==> config.mk <==
export PLATFORM = sky130hd
export DESIGN_NAME = uart_tx_flat
export DESIGN_NICKNAME = d
export VERILOG_FILES = /design/src/rtl/uart_pkg.sv /design/src/rtl/uart_tx_if.sv /design/src/rtl/uart_baud_gen.sv /design/src/rtl/uart_tx.sv /design/src/flat_wrapper.sv
export SDC_FILE = /design/constraint.sdc
export NUM_CORES = 1
export LEC_CHECK = 0
export CAP_MARGIN = 20
export CELL_PAD_IN_SITES_DETAIL_PLACEMENT = 0
export CELL_PAD_IN_SITES_GLOBAL_PLACEMENT = 1
export CORE_ASPECT_RATIO = 0.5
export CORE_UTILIZATION = 30
export DETAILED_ROUTE_END_ITERATION = 12
export DONT_BUFFER_PORTS = 1
export PLACE_DENSITY = 0.59
export SLEW_MARGIN = 20
export SYNTH_ARGS = -nofsm -noshare
export SYNTH_HDL_FRONTEND = slang
export SYNTH_SLANG_ARGS = --single-unit
==> constraint.sdc <==
create_clock -name clk -period 2.93 [get_ports clk]
set_input_delay 0 -clock clk [delete_from_list [all_inputs] [get_ports clk]]
set_output_delay 0 -clock clk [all_outputs]
set_load 0.02 [all_outputs]
==> src/rtl/uart_pkg.sv <==
// Shared types and helpers for the UART transmitter: FSM states, word-length
// encoding and the data-bit ordering/parity functions.
package uart_pkg;

    typedef enum logic [2:0] {
        ST_IDLE   = 3'd0,
        ST_START  = 3'd1,
        ST_DATA   = 3'd2,
        ST_PARITY = 3'd3,
        ST_STOP1  = 3'd4,
        ST_STOP2  = 3'd5
    } uart_state_e;

    localparam logic [1:0] WORD_5 = 2'd0;
    localparam logic [1:0] WORD_6 = 2'd1;
    localparam logic [1:0] WORD_7 = 2'd2;
    localparam logic [1:0] WORD_8 = 2'd3;

    function automatic logic [3:0] word_len(input logic [1:0] w);
        logic [3:0] n;
        case (w)
            WORD_5:  n = 4'd5;
            WORD_6:  n = 4'd6;
            WORD_7:  n = 4'd7;
            WORD_8:  n = 4'd8;
            default: n = 4'd8;
        endcase
        return n;
    endfunction

    function automatic logic [7:0] word_mask(input logic [1:0] w);
        return 8'hFF >> (4'd8 - word_len(w));
    endfunction

    function automatic logic calc_parity(input logic [7:0] d, input logic [1:0] w,
                                         input logic odd);
        return (^(d & word_mask(w))) ^ odd;
    endfunction

    // Reverse the low N bits so an MSB-first word can leave through the same right shift.
    function automatic logic [7:0] msb_align(input logic [7:0] d, input logic [1:0] w);
        logic [7:0] r;
        for (int i = 0; i < 8; i++) begin
            r[i] = d[7-i];
        end
        return r >> (4'd8 - word_len(w));
    endfunction

endpackage

==> src/rtl/uart_tx_if.sv <==
// Word handshake and status between a producer and the UART transmitter.
interface uart_tx_if;
    logic [7:0] uart_tx_data;
    logic       uart_tx_valid;
    logic       uart_tx_ready;
    logic       uart_tx_busy;
    logic       uart_tx_done_it;

    modport master (
        output uart_tx_data, uart_tx_valid,
        input  uart_tx_ready, uart_tx_busy, uart_tx_done_it
    );

    modport slave (
        input  uart_tx_data, uart_tx_valid,
        output uart_tx_ready, uart_tx_busy, uart_tx_done_it
    );
endinterface

==> src/rtl/uart_baud_gen.sv <==
// Bit-period divider: one tick every max(div,1) cycles while running,
// realigned to the start of each frame.
module uart_baud_gen (
    input  logic       clk,
    input  logic       rst,
    input  logic [8:0] div,
    input  logic       run,
    input  logic       restart,
    output logic       tick
);

    logic [8:0] cnt_r;
    logic [8:0] last_s;

    // Terminal count of the bit period; a divider of zero behaves as one.
    always_comb begin
        if (div == 9'd0) begin
            last_s = 9'd0;
        end else begin
            last_s = div - 9'd1;
        end
    end

    assign tick = run & (cnt_r == last_s);

    // Cycle counter within the current bit.
    always_ff @(posedge clk) begin
        if (rst) begin
            cnt_r <= 9'd0;
        end else if (restart || !run || tick) begin
            cnt_r <= 9'd0;
        end else begin
            cnt_r <= cnt_r + 9'd1;
        end
    end

endmodule

==> src/rtl/uart_tx.sv <==
// UART transmitter with a one-word holding register, per-frame configuration
// shadowing and a registered serial output.
module uart_tx
    import uart_pkg::*;
(
    input  logic       clk,
    input  logic       rst,
    input  logic       atpg_rst_ctrl,
    input  logic [8:0] cfg_clk_div,
    input  logic       cfg_enable,
    input  logic       cfg_has_parity,
    input  logic       cfg_odd_parity,
    input  logic       cfg_extend_stop,
    input  logic       cfg_lsb_first,
    input  logic [1:0] cfg_word,
    uart_tx_if.slave   tx,
    output logic       ms_utx
);

    uart_state_e state_r, state_nx_s;
    logic       rst_s, run_s, tick_s, accept_s, start_s, frame_end_s, last_bit_s;
    logic [7:0] load_data_s;
    logic       hold_full_r, hold_full_nx_s;
    logic [7:0] hold_data_r;
    logic [7:0] shift_r, shift_nx_s;
    logic [3:0] bit_cnt_r, bit_cnt_nx_s;
    logic       par_r, par_nx_s;
    logic [8:0] div_r;
    logic       has_par_r, ext_stop_r;
    logic [1:0] word_r;
    logic       line_r, line_nx_s, busy_r, busy_nx_s, done_r, done_nx_s, ready_r, ready_nx_s;

    assign rst_s       = rst | atpg_rst_ctrl;
    assign run_s       = (state_r != ST_IDLE);
    assign accept_s    = tx.uart_tx_valid & ready_r & cfg_enable;
    assign frame_end_s = tick_s & (((state_r == ST_STOP1) & ~ext_stop_r) | (state_r == ST_STOP2));
    assign start_s     = cfg_enable & (((state_r == ST_IDLE) & accept_s)
                                     | (frame_end_s & (hold_full_r | accept_s)));
    assign load_data_s = hold_full_r ? hold_data_r : tx.uart_tx_data;
    assign last_bit_s  = (bit_cnt_r == (word_len(word_r) - 4'd1));

    uart_baud_gen u_baud (
        .clk     (clk),
        .rst     (rst_s),
        .div     (div_r),
        .run     (run_s),
        .restart (start_s),
        .tick    (tick_s)
    );

    // State register.
    always_ff @(posedge clk) begin
        if (rst_s) begin
            state_r <= ST_IDLE;
        end else begin
            state_r <= state_nx_s;
        end
    end

    // Next state and shift-register advance; parity and bit order are fixed at load.
    always_comb begin
        state_nx_s   = state_r;
        shift_nx_s   = shift_r;
        bit_cnt_nx_s = bit_cnt_r;
        par_nx_s     = par_r;
        if (!cfg_enable) begin
            state_nx_s = ST_IDLE;
        end else if (start_s) begin
            state_nx_s   = ST_START;
            bit_cnt_nx_s = 4'd0;
            shift_nx_s   = cfg_lsb_first ? load_data_s : msb_align(load_data_s, cfg_word);
            par_nx_s     = calc_parity(load_data_s, cfg_word, cfg_odd_parity);
        end else if (tick_s) begin
            case (state_r)
                ST_START:  state_nx_s = ST_DATA;
                ST_DATA: begin
                    shift_nx_s   = {1'b0, shift_r[7:1]};
                    bit_cnt_nx_s = bit_cnt_r + 4'd1;
                    if (last_bit_s) begin
                        state_nx_s = has_par_r ? ST_PARITY : ST_STOP1;
                    end else begin
                        state_nx_s = ST_DATA;
                    end
                end
                ST_PARITY: state_nx_s = ST_STOP1;
                ST_STOP1:  state_nx_s = ext_stop_r ? ST_STOP2 : ST_IDLE;
                ST_STOP2:  state_nx_s = ST_IDLE;
                default:   state_nx_s = ST_IDLE;
            endcase
        end else begin
            state_nx_s = state_r;
        end
    end

    // Holding register occupancy; a disable empties it.
    always_comb begin
        hold_full_nx_s = hold_full_r;
        if (!cfg_enable) begin
            hold_full_nx_s = 1'b0;
        end else if (start_s && hold_full_r) begin
            hold_full_nx_s = 1'b0;
        end else if (accept_s && !start_s) begin
            hold_full_nx_s = 1'b1;
        end else begin
            hold_full_nx_s = hold_full_r;
        end
    end

    // Output decode from the next state so the line register lines up with the FSM.
    always_comb begin
        case (state_nx_s)
            ST_IDLE:   line_nx_s = 1'b1;
            ST_START:  line_nx_s = 1'b0;
            ST_DATA:   line_nx_s = shift_nx_s[0];
            ST_PARITY: line_nx_s = par_nx_s;
            ST_STOP1:  line_nx_s = 1'b1;
            ST_STOP2:  line_nx_s = 1'b1;
            default:   line_nx_s = 1'b1;
        endcase
        busy_nx_s  = (state_nx_s != ST_IDLE);
        done_nx_s  = frame_end_s & cfg_enable;
        ready_nx_s = cfg_enable & ~hold_full_nx_s;
    end

    // Datapath, holding register and configuration shadows.
    always_ff @(posedge clk) begin
        if (rst_s) begin
            shift_r     <= 8'd0;
            bit_cnt_r   <= 4'd0;
            par_r       <= 1'b0;
            hold_full_r <= 1'b0;
            hold_data_r <= 8'd0;
            div_r       <= 9'd0;
            has_par_r   <= 1'b0;
            ext_stop_r  <= 1'b0;
            word_r      <= WORD_8;
        end else begin
            shift_r     <= shift_nx_s;
            bit_cnt_r   <= bit_cnt_nx_s;
            par_r       <= par_nx_s;
            hold_full_r <= hold_full_nx_s;
            if (accept_s && !start_s) begin
                hold_data_r <= tx.uart_tx_data;
            end else begin
                hold_data_r <= hold_data_r;
            end
            if (start_s) begin
                div_r      <= cfg_clk_div;
                has_par_r  <= cfg_has_parity;
                ext_stop_r <= cfg_extend_stop;
                word_r     <= cfg_word;
            end else begin
                div_r      <= div_r;
                has_par_r  <= has_par_r;
                ext_stop_r <= ext_stop_r;
                word_r     <= word_r;
            end
        end
    end

    // Registered outputs.
    always_ff @(posedge clk) begin
        if (rst_s) begin
            line_r  <= 1'b1;
            busy_r  <= 1'b0;
            done_r  <= 1'b0;
            ready_r <= 1'b0;
        end else begin
            line_r  <= line_nx_s;
            busy_r  <= busy_nx_s;
            done_r  <= done_nx_s;
            ready_r <= ready_nx_s;
        end
    end

    assign ms_utx             = line_r;
    assign tx.uart_tx_busy    = busy_r;
    assign tx.uart_tx_done_it = done_r;
    assign tx.uart_tx_ready   = ready_r;

endmodule

==> src/flat_wrapper.sv <==
// flat-port wrapper written by rule: the top's interface ports become plain ports
module uart_tx_flat import uart_pkg::*;
  (clk, rst, atpg_rst_ctrl, cfg_clk_div, cfg_enable, cfg_has_parity, cfg_odd_parity, cfg_extend_stop, cfg_lsb_first, cfg_word, ms_utx, tx_uart_tx_data, tx_uart_tx_valid, tx_uart_tx_ready, tx_uart_tx_busy, tx_uart_tx_done_it);
  uart_tx_if tx_i ();
  input  logic clk;
  input  logic rst;
  input  logic atpg_rst_ctrl;
  input  logic [8:0] cfg_clk_div;
  input  logic cfg_enable;
  input  logic cfg_has_parity;
  input  logic cfg_odd_parity;
  input  logic cfg_extend_stop;
  input  logic cfg_lsb_first;
  input  logic [1:0] cfg_word;
  output logic ms_utx;
  input wire logic [$bits(tx_i.uart_tx_data)-1:0] tx_uart_tx_data;
  input wire logic [$bits(tx_i.uart_tx_valid)-1:0] tx_uart_tx_valid;
  output wire logic [$bits(tx_i.uart_tx_ready)-1:0] tx_uart_tx_ready;
  output wire logic [$bits(tx_i.uart_tx_busy)-1:0] tx_uart_tx_busy;
  output wire logic [$bits(tx_i.uart_tx_done_it)-1:0] tx_uart_tx_done_it;
  assign tx_i.uart_tx_data = tx_uart_tx_data;
  assign tx_i.uart_tx_valid = tx_uart_tx_valid;
  assign tx_uart_tx_ready = tx_i.uart_tx_ready;
  assign tx_uart_tx_busy = tx_i.uart_tx_busy;
  assign tx_uart_tx_done_it = tx_i.uart_tx_done_it;
  uart_tx u_core (.clk(clk), .rst(rst), .atpg_rst_ctrl(atpg_rst_ctrl), .cfg_clk_div(cfg_clk_div), .cfg_enable(cfg_enable), .cfg_has_parity(cfg_has_parity), .cfg_odd_parity(cfg_odd_parity), .cfg_extend_stop(cfg_extend_stop), .cfg_lsb_first(cfg_lsb_first), .cfg_word(cfg_word), .tx(tx_i), .ms_utx(ms_utx));
endmodule
Yosys cells after proc, flatten, opt, wreduce, memory -nomap -nowiden
Cells that the tools add are included.
- register bits after elaboration: 51
- output and inout bits: 4
- word-level logic and storage cells: 101
- $add $sub $neg: 5
- equality and inequality tests: 16
- shift-type cells: 2
- muxes and demuxes: 27
- bitwise logic cells: 18
- reductions and logical operators: 17
- operators by type and width (operator ; number):
    two-way mux 8 bit ; 5
    one-hot mux 4 bit (4 select lines) ; 2
    two-way mux 4 bit ; 5
    two-way mux 3 bit ; 6
    equality test 3 x 2 -> 1 bit, second input constant ; 4
    one-hot mux 3 bit (4 select lines) ; 1
    AND 1 bit ; 10
    adder 9 x 1 -> 9 bit, second input constant ; 1
    equality test 9 bit ; 1
    zero test 9 bit ; 1
    two-way mux 9 bit ; 1
    subtractor 9 x 1 -> 9 bit, second input constant ; 1
    AND 8 bit ; 1
    equality test 2 bit, second input constant ; 4
    XOR reduction 8 bit ; 1
    right shift 8 x 4 -> 8 bit ; 1
    right shift 8 x 4 -> 8 bit, first input constant ; 1
    equality test 3 x 1 -> 1 bit, second input constant ; 2
    equality test 3 bit, second input constant ; 2
    two-way mux 1 bit ; 6
    nonzero test 3 bit ; 2
    adder 4 x 1 -> 4 bit, second input constant ; 1
    equality test 2 x 1 -> 1 bit, second input constant ; 2
    equality test 4 bit ; 1
    14 further kinds ; 23

Longest topological paths before layout
Gate-level depths: netlist of run 1.
- depth in word-level cells: 18
- gate-level depth with buffers: 11

Cells and area by module
A second synthesis of run 1 with hierarchy kept.
- cells, all modules: 394
- area, all modules: 3239.4 sq um
- modules (own cells, without submodules) (module ; instances ; cells an instance ; area each (sq um) ; sequential area each (sq um)):
    uart_tx ; 1 ; 291 ; 2449.8 ; 840.8
    uart_baud_gen ; 1 ; 103 ; 789.5 ; 180.2

Worst setup path after synthesis of run 1
No wires, ideal clock.
- path kind: register -> register
- start point: register u_core.div_r[0]
- end point: register u_core.line_r, in the netlist u_core.ms_utx
- arrival: 2.585 ns
- required time: 2.837 ns
- setup slack: 0.252 ns
- stages on the path, launching flop included: 11
- clock period less this slack: 2.678 ns
- cell sequence: dfxtp_1 -> inv_1 -> ha_1 -> nor3b_1 -> xnor2_1 -> a2bb2oi_1 -> a311oi_1 -> nand4_2 -> mux2_2 -> a21boi_1 -> o311ai_2
- longest elaborated chain between the ends: 12
- ends and longest elaborated chain (item ; line ; text):
    start: declaration ; uart_tx.sv:28 ; logic [8:0] div_r;
    start signal: assignment ; uart_tx.sv:148 ; div_r <= cfg_clk_div;
    start signal: assignment ; uart_tx.sv:153 ; div_r <= div_r;
    subtractor 9 x 1 -> 9 bit or zero test 9 bit (tied branches) ; uart_baud_gen.sv:20, uart_baud_gen.sv:17 ;
    two-way mux 9 bit * ; uart_baud_gen.sv:17 ; if (div == 9'd0) begin
    equality test 9 bit * ; uart_baud_gen.sv:24 ; assign tick = run & (cnt_r == last_s);
    AND 1 bit * ; uart_baud_gen.sv:24 ;
    AND 1 bit ; uart_tx.sv:36 ; assign frame_end_s = tick_s & (((state_r == ST_STOP1) & ~ext_stop_r) | (state_r == ST_STOP2));
    AND 1 bit ; uart_tx.sv:38 ; | (frame_end_s & (hold_full_r | accept_s)));
    OR 1 bit ; uart_tx.sv:38 ;
    AND 1 bit ; uart_tx.sv:37 ; assign start_s = cfg_enable & (((state_r == ST_IDLE) & accept_s)
    two-way mux 3 bit ; uart_tx.sv:68 ; end else if (start_s) begin
    two-way mux 3 bit ; uart_tx.sv:66 ; if (!cfg_enable) begin
    equality test 3 x 2 -> 1 bit or equality test 3 x 1 -> 1 bit (tied branches) ; uart_tx.sv:111 ; case (state_nx_s)
    one-hot mux 1 bit (3 select lines) * ; uart_tx.sv:111 ;
    end signal: assignment ; uart_tx.sv:169 ; line_r <= line_nx_s;
    end: declaration ; uart_tx.sv:31 ; logic line_r, line_nx_s, busy_r, busy_nx_s, done_r, done_nx_s, ready_r, ready_nx_s;
Mark *: on every way between the ends. The rest lies on a longest branch, timed or not. The select of a mux whose other input is x is not followed.
A chain may end at the register's enable or synchronous reset.

Worst setup path in the final report of run 1
- start point: register u_core.div_r[6]
- end point: register u_core.hold_data_r[4]
- longest elaborated chain between the ends: 10
- ends and longest elaborated chain (item ; line ; text):
    subtractor 9 x 1 -> 9 bit or zero test 9 bit (tied branches) ; uart_baud_gen.sv:20, uart_baud_gen.sv:17 ;
    two-way mux 9 bit * ; uart_baud_gen.sv:17 ;
    equality test 9 bit * ; uart_baud_gen.sv:24 ;
    AND 1 bit * ; uart_baud_gen.sv:24 ;
    AND 1 bit * ; uart_tx.sv:36 ;
    AND 1 bit * ; uart_tx.sv:38 ;
    OR 1 bit * ; uart_tx.sv:38 ;
    AND 1 bit * ; uart_tx.sv:37 ;
    zero test 1 bit * ; uart_tx.sv:142 ; if (accept_s && !start_s) begin
    logical AND 1 bit * ; uart_tx.sv:142 ;
    end signal: assignment ; uart_tx.sv:143 ; hold_data_r <= tx.uart_tx_data;
    end signal: assignment ; uart_tx.sv:145 ; hold_data_r <= hold_data_r;
    end: declaration ; uart_tx.sv:24 ; logic [7:0] hold_data_r;
Mark *: on every way between the ends. The rest lies on a longest branch, timed or not.

==> impl_metrics.toml, run 1 <==
[setup_path]
end_kind = "register"
crit_path_cell_trace = "buf_4 > or4_1 > a21oi_1 > o22a_1 > a211oi_2 > buf_4 > and4_1 > or3_1 > buf_12 > mux2i_1 > nor2_1"
crit_fanout = 8
crit_arrival_ns = 2.94
reg2reg_from = "u_core.div_r[6]$_SDFFE_PP0N_"
slowest_stage = "or4_1"
start_kind = "register"
crit_start = "u_core.div_r[6]$_SDFFE_PP0N_"
critical_path_class = "register to register"
crit_family = "simple AND/OR/NAND/NOR gates"
critPathCapture = "u_core.hold_data_r[4]$_SDFFE_PP0P_"
crit_buf_inv = 3
cp.depth = 11
r2r_cells = 11
slowest_delay_ns = 0.57
crit_top_cell = "buf_4"
reg2reg_slack_ns = 0.14
r2r_end = "u_core.hold_data_r[4]$_SDFFE_PP0P_"
critPathRequiredTime_ns = 3.08

[placement]
gp_congestion = 0.894
port_buffers = 0
place_hpwl_mm = 6.01
dp_cells = 523

[sta]
slew-limit-headroom_pct = 47.6
period_minus_slack_ns = 2.79
fmax_mhz = 358
rsz0062_at_grt = "false"
tightest_slew_ns = 0.783
finalSetupTns_ns = 0
slew_violations = 0
min_period_over_period_pct = 95.3
setup_viol = 0
finalClockSkew_ns = 0.00490
hold_viol = 0

[layout]
fillers = 1018
final_common_cell = "dfxtp_1"
regArea_um2 = 1020
area_growth_pct = 21.8
fin_nets = 455
drive_gt1_share_pct = 11.7
final-instance-count-excl-fill = 555
antennaDiodeCount = 0
mostFrequentLayoutCells = "51 x dfxtp_1, 48 x nand2_1, 42 x nor2_1"
multi_input_area_um2 = 1970

[grt]
antenna_found_initial = 0
grt_max_degree = 29
first_global_vias = 2746
grt_pass1_wl_mm = 13.4
overflow = 0
grt_util_all_layers_pct = 15.6

[clock_network]
clk_latency_ns = 0.28
root_buffer = "clkbuf_16"
clockBufferDepth = 2
clkSlewWorstSetupHoldPaths_ns = 0.06
tritoncts = "yes"
cts_sinks = 51
htreeDepth = 2
cts_buffers = 5

[detailed_routing]
wl_per_cell_um = 14.5
drt_iter0_drc = 147
ant_nets = 0
route.detailed.drc = 0
via_per_inst = 5.18
drt_first_pass_iters = 4
wl_mm = 8.07
vias = 2873

[pwr]
pwr_density_cell_nw_per_um2 = 375
p_leak_uw = 0.00141
peakVddDrop_uv = 243

[logic_synthesis]
syn_area_um2 = 3110
avgSynthCellArea_um2 = 7.99
async_flop_share_pct = 0
postSynthCellCount = 389
ys_warn_count = 0
synth-edff-count = 0
yosysSeqAreaShare_pct = 32.9
synth_flop_cell = "dfxtp_1"
yosysUniqueCellTypes = 69
synth_seq_cells = 51
syn_nets = 423

[floorplan]
start_util_pct = 31.8
dieHeight_um = 74.0
core-area_um2 = 9760
die_area_um2 = 10800
die_width_um = 146
ios = 32
num_rows = 25

[status]
status = "completed"

[worst_hold_path]
min_path_type = "input pin to register"

[run]
cap_violations = 0
-- routing by layer --
layer  part of all wire (%)  vias up  track usage (%)
li1                       -     1443                -
met1                     47     1375             19.1
met2                     48       45             27.7
met3                    3.8       10             4.05
met4                    1.5        0             4.33
met5                      0        -                0
-- through the flow --
stage / hold WS (ns) / utilization, % / total power [uW] / setup slack [ns] / area (um2)
2_1_floorplan: 0.140 / - / 821 / 0.252 / 3110
3_3_place_gp: 0.103 / 34.4 / 850 / 0.0876 / 3360
3_5_place_dp: 0.107 / 34.4 / 852 / 0.0441 / 3360
4_1_cts: 0.00480 / 38.2 / 1440 / 0.0171 / 3730
5_1_grt: 0.0274 / 38.8 / 1490 / 0.00377 / 3780
6_report: 0.00987 / 38.8 / 1420 / 0.136 / 3780
-- logic make-up after synthesis --
logic type                 share of synthesized area (%)
AOI/OAI and AO/OA                                   19.3
xor gates and xnor gates                            7.33
adders and majority gates                           2.42
buffers and inverters                               5.20
DFF                                                 32.9
muxes                                               7.29
and+or+nand+nor                                     25.6
-- sequential cells by signal, summed over array words and instances (netlist names) --
register                   flops
u_core.bit_cnt_r               4
u_core.div_r                   9
u_core.ext_stop_r              1
u_core.has_par_r               1
u_core.hold_data_r             8
u_core.hold_full_r             1
u_core.ms_utx                  1
u_core.par_r                   1
u_core.shift_r                 8
u_core.state_r                 3
u_core.tx.uart_tx_busy         1
u_core.tx.uart_tx_done_it      1
u_core.tx.uart_tx_ready        1
u_core.u_baud.cnt_r            9
u_core.word_r                  2
-- final cells by class --
type                       count  area share [%]
timing repair buffer          47            11.6
tap                          135            4.46
multi-input combinational    300            52.0
sequential                    51            27.0
clock buffer                   6            3.41
inverter                      16            1.59
-- how the worst min path moves through the flow --
stage	slack, ns	from	depth (start not counted)	end
final	0.01	rst	2	u_core.ms_utx$_SDFF_PP1_
after floorplan	0.14	cfg_clk_div[0]	2	u_core.div_r[0]$_SDFFE_PP0N_
after detailed placement	0.11	cfg_enable	1	u_core.shift_r[0]$_SDFF_PP0_
after CTS	0.005	rst	2	u_core.ms_utx$_SDFF_PP1_
after global routing	0.03	rst	2	u_core.ms_utx$_SDFF_PP1_
after global placement	0.10	cfg_enable	1	u_core.shift_r[0]$_SDFF_PP0_
-- cells in the mapped netlist, drive strengths merged (2+ instances only) --
cell type / count / share of area, %
dfxtp: 51 / 33
nand2: 48 / 5.8
nor2: 43 / 5.3
a21oi: 25 / 4.0
mux2i: 17 / 5.5
inv: 16 / 1.9
xnor2: 16 / 4.5
clkbuf: 14 / 1.7
o21ai: 14 / 2.4
nand3: 11 / 1.8
nor3: 10 / 1.8
xor2: 10 / 2.8
a211oi: 8 / 2.1
buf: 8 / 1.5
ha: 6 / 2.4
mux2: 5 / 1.8
nand2b: 5 / 1.0
nor2b: 5 / 1.0
nor4: 5 / 1.0
o21a: 5 / 1.2
or3: 5 / 1.2
a221oi: 4 / 1.1
nand4: 4 / 1.0
a311oi: 3 / 0.85
and3: 3 / 0.60
and3b: 3 / 0.85
nor4b: 3 / 0.85
o2111ai: 3 / 0.85
o22ai: 3 / 0.60
or2: 3 / 0.60
a211o: 2 / 0.56
a21boi: 2 / 0.48
a41oi: 2 / 0.56
and2: 2 / 0.40
nor3b: 2 / 0.48
o211ai: 2 / 0.48
o311ai: 2 / 0.81
or4b: 2 / 0.64
-- worst register-to-register path, delay by kind of cell (launching register included) --
kind / cells / cell delay [ns]
buffers and inverters: 3 / 0.52
AO/OA/AOI/OAI: 3 / 0.37
flip-flops: 1 / 0.37
multiplexers: 1 / 0.16
AND/OR/NAND/NOR: 4 / 1.24
-- power breakdown --
| group | internal (uW) | switching [uW] | leakage, uW | total [uW] |
|---|---|---|---|---|
| registers | 696 | 4.02 | 0.000411 | 700 |
| logic | 79.9 | 86.9 | 0.000940 | 167 |
| clock network | 308 | 246 | 0.0000628 | 554 |
| total | 1080 | 337 | 0.00141 | 1420 |
-- repair_timing --
item | in CTS | in global routing
setup buffers | 0 | 2
hold endpoints to repair | 30 | 0
setup endpoints to repair | 0 | 43
hold buffers | 24 | 0
resized for setup | 0 | 7
No activity file was read; power rests on OpenSTA's default activity.
==> run 2: changes to the inputs <==
--- a/config.mk
+++ b/config.mk
@@ -5,14 +5,14 @@
 export SDC_FILE = /design/constraint.sdc
 export NUM_CORES = 1
 export LEC_CHECK = 0
+export BUFFER_PORTS_ARGS = -buffer_cell sky130_fd_sc_hd__buf_2
 export CAP_MARGIN = 20
 export CELL_PAD_IN_SITES_DETAIL_PLACEMENT = 0
 export CELL_PAD_IN_SITES_GLOBAL_PLACEMENT = 1
 export CORE_ASPECT_RATIO = 0.5
 export CORE_UTILIZATION = 30
 export DETAILED_ROUTE_END_ITERATION = 12
-export DONT_BUFFER_PORTS = 1
-export PLACE_DENSITY = 0.59
+export PLACE_DENSITY = 0.63
 export SLEW_MARGIN = 20
 export SYNTH_ARGS = -nofsm -noshare
 export SYNTH_HDL_FRONTEND = slang
==> run 2 against run 1 <==
Sequential share of layout area is 1.0 points lower; power grew 6.9%; global-route usage is 0.69 points lower; flip-flop and latch count is the same; combinational power increased by 9.6%; wire length fell by 4.2%; register-to-register slack better by 0.02 ns; clock skew rose by 0.00089 ns; cell count up 5.2%; core utilization rose by 1.5 points; critical path type unchanged; largest cell class unchanged; highest routed layer unchanged.
==> impl_metrics.toml, run 2 (same netlist as run 1, synthesis figures left out) <==
[sta]
tightest_slew_ns = 0.585
finalClockSkew_ns = 0.00579
setup_viol = 0
fmax_mhz = 361
slew_violations = 0
final_critical_path_setup_slack_ns = 0.160
rsz0062_at_grt = "false"
hold_viol = 0
slew-limit-headroom_pct = 61.0
min_period_over_period_pct = 94.5
period_minus_slack_ns = 2.77

[run]
cap_violations = 0

[pwr]
seqPwrFrac_pct = 45.9
power_frac_comb_pct = 12.0
intPower_uw = 1150
power_switching_uw = 370
peakVddDrop_uv = 195
clkPwrFrac_pct = 42.0
p_leak_uw = 0.00154
swShare_pct = 24.4
pwr_density_cell_nw_per_um2 = 387

[setup_path]
crit_fanout = 19
critPathRequiredTime_ns = 3.13
critical_path_class = "register to register"
end_kind = "register"
crit_top_cell = "buf_4"
crit_path_cell_trace = "or3_4 > o311ai_1 > o2111ai_1 > a211oi_2 > buf_4 > nand4_4 > buf_4 > o21ai_2 > buf_12 > nor3_1 > a211oi_1"
crit_arrival_ns = 2.97
slowest_delay_ns = 0.44
start_kind = "register"
slowest_stage = "or3_4"

[floorplan]
die_area_um2 = 10800
dieHeight_um = 74.0
start_util_pct = 31.8
ios = 32
core-area_um2 = 9760
die_width_um = 146
num_rows = 25

[clock_network]
cts_buffers = 5
cts_sinks = 51
clkSlewWorstSetupHoldPaths_ns = 0.07
clockBufferDepth = 2
htreeDepth = 2
root_buffer = "clkbuf_16"
tritoncts = "yes"
clk_latency_ns = 0.29

[layout]
final_cell_area_um2 = 3930
antennaDiodeCount = 0
drive_gt1_share_pct = 18.7
final_common_cell = "dfxtp_1"
fin_nets = 482
fillers = 1033
top_regs = "u_core.div_r: 9 flops, u_core.u_baud.cnt_r: 9 flops"
mostFrequentLayoutCells = "51 x dfxtp_1, 48 x nand2_1, 42 x nor2_1"
area_growth_pct = 26.5

[detailed_routing]
drt_first_pass_iters = 4
wl_mm = 7.73
route.detailed.drc = 0
vias = 2859
drt_iter0_drc = 145
via_per_inst = 4.90
wl_per_cell_um = 13.2
ant_nets = 0

[placement]
place_ws_ns = -0.0277
gp_congestion = 0.785
place_hpwl_mm = 5.71
port_buffers = 31
post_dp_cell_area_um2 = 3510

[grt]
antenna_found_initial = 0
grt_max_degree = 29
grt_pass1_wl_mm = 12.8
first_global_vias = 2642
overflow = 0
grt_util_all_layers_pct = 14.9

[worst_hold_path]
min_path_type = "input pin to register"

[status]
status = "completed"
run 2: worst paths after layout:
path	start	to	slack, ns	cells after the start
max reg2reg	u_core.div_r[3]$_SDFFE_PP0N_	u_core.shift_r[0]$_SDFF_PP0_	0.16	11
max	u_core.div_r[3]$_SDFFE_PP0N_	u_core.shift_r[0]$_SDFF_PP0_	0.16	11
min	cfg_enable	u_core.tx.uart_tx_done_it$_SDFF_PP0_	0.04	3
min reg2reg	u_core.shift_r[5]$_SDFFE_PP0P_	u_core.shift_r[5]$_SDFFE_PP0P_	0.47	1
run 2: worst max-delay path, delay by kind of cell (launching register included):
family	cells	cell delay [ns]
buffers and inverters	3	0.53
AND/OR/NAND/NOR	3	0.65
flip-flops	1	0.40
AO/OA/AOI/OAI	5	1.08
run 2: metal layers:
layer / global-route usage, % / routed length, um / vias up
met5: 0 / 0 / -
met4: 4.21 / 75 / 0
met3: 3.07 / 146 / 7
met2: 24.9 / 3500 / 24
met1: 19.8 / 4010 / 1330
li1: - / - / 1498
run 2: repair_timing:
item                                    in CTS  in global routing
endpoints found under the setup margin       8                 33
hold endpoints to repair                    19                  0
gates resized for setup                      1                  9
setup buffers                                0                  1
pin swaps                                    0                  1
hold buffers                                19                  0
run 2: area by class of cell:
type | count | area [um2] | share of cell area [%]
Sequential cell | 51 | 1020 | 26.0
Multi-Input combinational cell | 300 | 1980 | 50.3
Timing Repair Buffer | 74 | 542 | 13.8
Tap cell | 135 | 169 | 4.30
Inverter | 16 | 60.1 | 1.53
Clock buffer | 7 | 153 | 3.89
Clock inverter | 1 | 7.51 | 0.191
run 2: power by group through the flow:
stage / logic [uW] / registers, uW / clock network [uW]
floorplan: 107 / 714 / 0
global placement: 164 / 714 / 0
detailed placement: 162 / 714 / 0
CTS: 182 / 698 / 654
global route: 205 / 698 / 687
finish: 183 / 698 / 638
run 2: stage by stage:
stage	setup TNS, ns	instances	hold slack, ns	util [%]	total power [uW]
detailed placement	-0.166	556	0.250	36.0	876
global route	0	584	0.0513	40.3	1590
floorplan	0	389	0.140	-	821
global placement	0	556	0.245	36.0	878
CTS	0	583	0.0289	39.7	1530
finish	0	584	0.0361	40.3	1520
==> run 3: changes to the inputs <==
--- a/config.mk
+++ b/config.mk
@@ -9,10 +9,11 @@
 export CAP_MARGIN = 20
 export CELL_PAD_IN_SITES_DETAIL_PLACEMENT = 0
 export CELL_PAD_IN_SITES_GLOBAL_PLACEMENT = 1
-export CORE_ASPECT_RATIO = 0.5
+export CORE_ASPECT_RATIO = 0.7
 export CORE_UTILIZATION = 30
 export DETAILED_ROUTE_END_ITERATION = 12
 export PLACE_DENSITY = 0.63
+export SETUP_SLACK_MARGIN = 0.3
 export SLEW_MARGIN = 20
 export SYNTH_ARGS = -nofsm -noshare
 export SYNTH_HDL_FRONTEND = slang
==> run 3 against run 2 <==
Clock power down 14%; critical endpoint is now u_core.ms_utx$_SDFF_PP1_; flip-flop and latch count unchanged; maximum frequency up 2.5%; die area down 0.17%; highest routed layer unchanged; critical path depth down 1; non-clock buffer count up 13; cell count up 0.68%; via count up 5.3%.
==> impl_metrics.toml, run 3 (same netlist as run 1, synthesis figures left out) <==
[setup_path]
crit_fanout = 6
critPathRequiredTime_ns = 3.08
start_kind = "register"
r2r_end = "u_core.ms_utx$_SDFF_PP1_"
crit_path_cell_trace = "buf_4 > nor3_4 > nand3_2 > o22a_1 > a211oi_4 > nand4_4 > mux2_4 > buf_4 > a21oi_1 > o311ai_2"
slowest_delay_ns = 0.36
crit_start = "u_core.div_r[3]$_SDFFE_PP0N_"
critPathCapture = "u_core.ms_utx$_SDFF_PP1_"
reg2reg_slack_ns = 0.23
reg2reg_from = "u_core.div_r[3]$_SDFFE_PP0N_"
slowest_stage = "dfxtp_4"
r2r_cells = 10
crit_arrival_ns = 2.85
critical_path_class = "register to register"
end_kind = "register"
crit_top_cell = "buf_4"

[sta]
min_period_over_period_pct = 92.3
tightest_slew_ns = 0.603
fmax_mhz = 370
finalSetupTns_ns = 0
holdWs_ns = 0.0459
period_minus_slack_ns = 2.70
finalClockSkew_ns = 0.00679
setup_viol = 0
slew_violations = 0
hold_viol = 0
slew-limit-headroom_pct = 59.7
rsz0062_at_grt = "true"

[grt]
grt_max_degree = 29
grt_util_all_layers_pct = 16.8
first_global_vias = 2670
grtUsageMet3_pct = 3.73
groute.layer.met2.usage_pct = 21.9
grt_use_met1_pct = 26.9
overflow = 0
grt_busiest_layer = "met1"
grt_pass1_wl_mm = 14.0
antenna_found_initial = 0

[pwr]
intPower_uw = 1090
seqPwrFrac_pct = 48.2
power.total_uw = 1440
power_frac_comb_pct = 13.8
p_leak_uw = 0.00166
peakVddDrop_uv = 203
pwr_density_cell_nw_per_um2 = 342
swShare_pct = 24.1
clkPwrFrac_pct = 38.0
power_switching_uw = 348

[clock_network]
htreeDepth = 2
clkSlewWorstSetupHoldPaths_ns = 0.06
clockBufferDepth = 2
cts_buffers = 5
root_buffer = "clkbuf_16"
tritoncts = "yes"
clk_latency_ns = 0.29
cts_sinks = 51

[layout]
final_common_cell = "nand2_1"
final-instance-count-excl-fill = 588
antennaDiodeCount = 0
drive_gt1_share_pct = 27.0
area_growth_pct = 35.8
top_regs = "u_core.div_r: 9 flops, u_core.u_baud.cnt_r: 9 flops"
mostFrequentLayoutCells = "46 x nand2_1, 45 x dfxtp_1, 42 x nor2_1"
fin_nets = 495

[detailed_routing]
vias = 3011
wl_per_cell_um = 15.1
via_per_inst = 5.12
drt_first_pass_iters = 4
route.detailed.drc = 0
ant_nets = 0
drt_iter0_drc = 196
wl_mm = 8.85

[floorplan]
core-area_um2 = 9870
num_rows = 30
start_util_pct = 31.5
die_area_um2 = 10800
dieHeight_um = 87.1
die_width_um = 124
ios = 32

[run]
cap_violations = 0

[placement]
place_hpwl_mm = 6.17
port_buffers = 31
gp_congestion = 0.796
dp_cells = 546

[status]
status = "completed"

[worst_hold_path]
hold_depth = 3
min_path_type = "input pin to register"
run 3: final cells by class:
cell class                      count  area (um2)
Clock buffer                        6         129
Fill cell                         972        5650
Inverter                           16        60.1
Multi-Input combinational cell    300        2160
Sequential cell                    51        1040
Tap cell                          128         160
Timing Repair Buffer               87         668
run 3: metrics by stage:
step / utilization [%] / area, um2 / setup slack [ns]
detailed placement: 35.6 / 3510 / -0.0157
finish: 42.7 / 4220 / 0.227
CTS: 41.3 / 4080 / 0.257
global route: 42.7 / 4220 / 0.146
global placement: 35.6 / 3510 / -0.0428
floorplan: - / 3120 / 0.319
run 3: how the worst min path moves through the flow:
| stage | start | end | slack, ns |
|---|---|---|---|
| final | cfg_word[1] | u_core.word_r[1]$_SDFFE_PP1N_ | 0.05 |
| after global routing | cfg_word[1] | u_core.word_r[1]$_SDFFE_PP1N_ | 0.08 |
| after CTS | cfg_word[1] | u_core.word_r[1]$_SDFFE_PP1N_ | 0.04 |
| after detailed placement | cfg_clk_div[7] | u_core.div_r[7]$_SDFFE_PP0N_ | 0.25 |
| after global placement | tx_uart_tx_data[2] | u_core.hold_data_r[2]$_SDFFE_PP0P_ | 0.24 |
| after floorplan | cfg_clk_div[0] | u_core.div_r[0]$_SDFFE_PP0N_ | 0.14 |
run 3: power by group through the flow:
stage / sequential (uW) / clock (uW) / combinational [uW]
floorplan: 714 / 0 / 107
global placement: 714 / 0 / 166
detailed placement: 714 / 0 / 166
CTS: 697 / 568 / 192
global route: 695 / 604 / 221
finish: 695 / 548 / 200
run 3: timing repair:
action                     4_1_cts  5_1_grt
hold buffers                    19        0
buffers inserted                10        7
setup endpoints to repair       46       45
hold endpoints to repair        19        0
pin swaps                       13       16
resized for setup               38       16
cloned                           0        0
run 3: worst max-delay path: cells and delay by family, from the launching register on:
kind                   cells  cell delay (ns)
AO/OA/AOI/OAI              4             0.88
buffers and inverters      2             0.29
flip-flops                 1             0.36
multiplexers               1             0.36
AND/OR/NAND/NOR            3             0.69
run 3: layer usage:
layer,share of wire (%),vias up
met5,0,-
met4,0.89,0
met3,4.3,9
met2,40,58
met1,55,1422
li1,-,1522
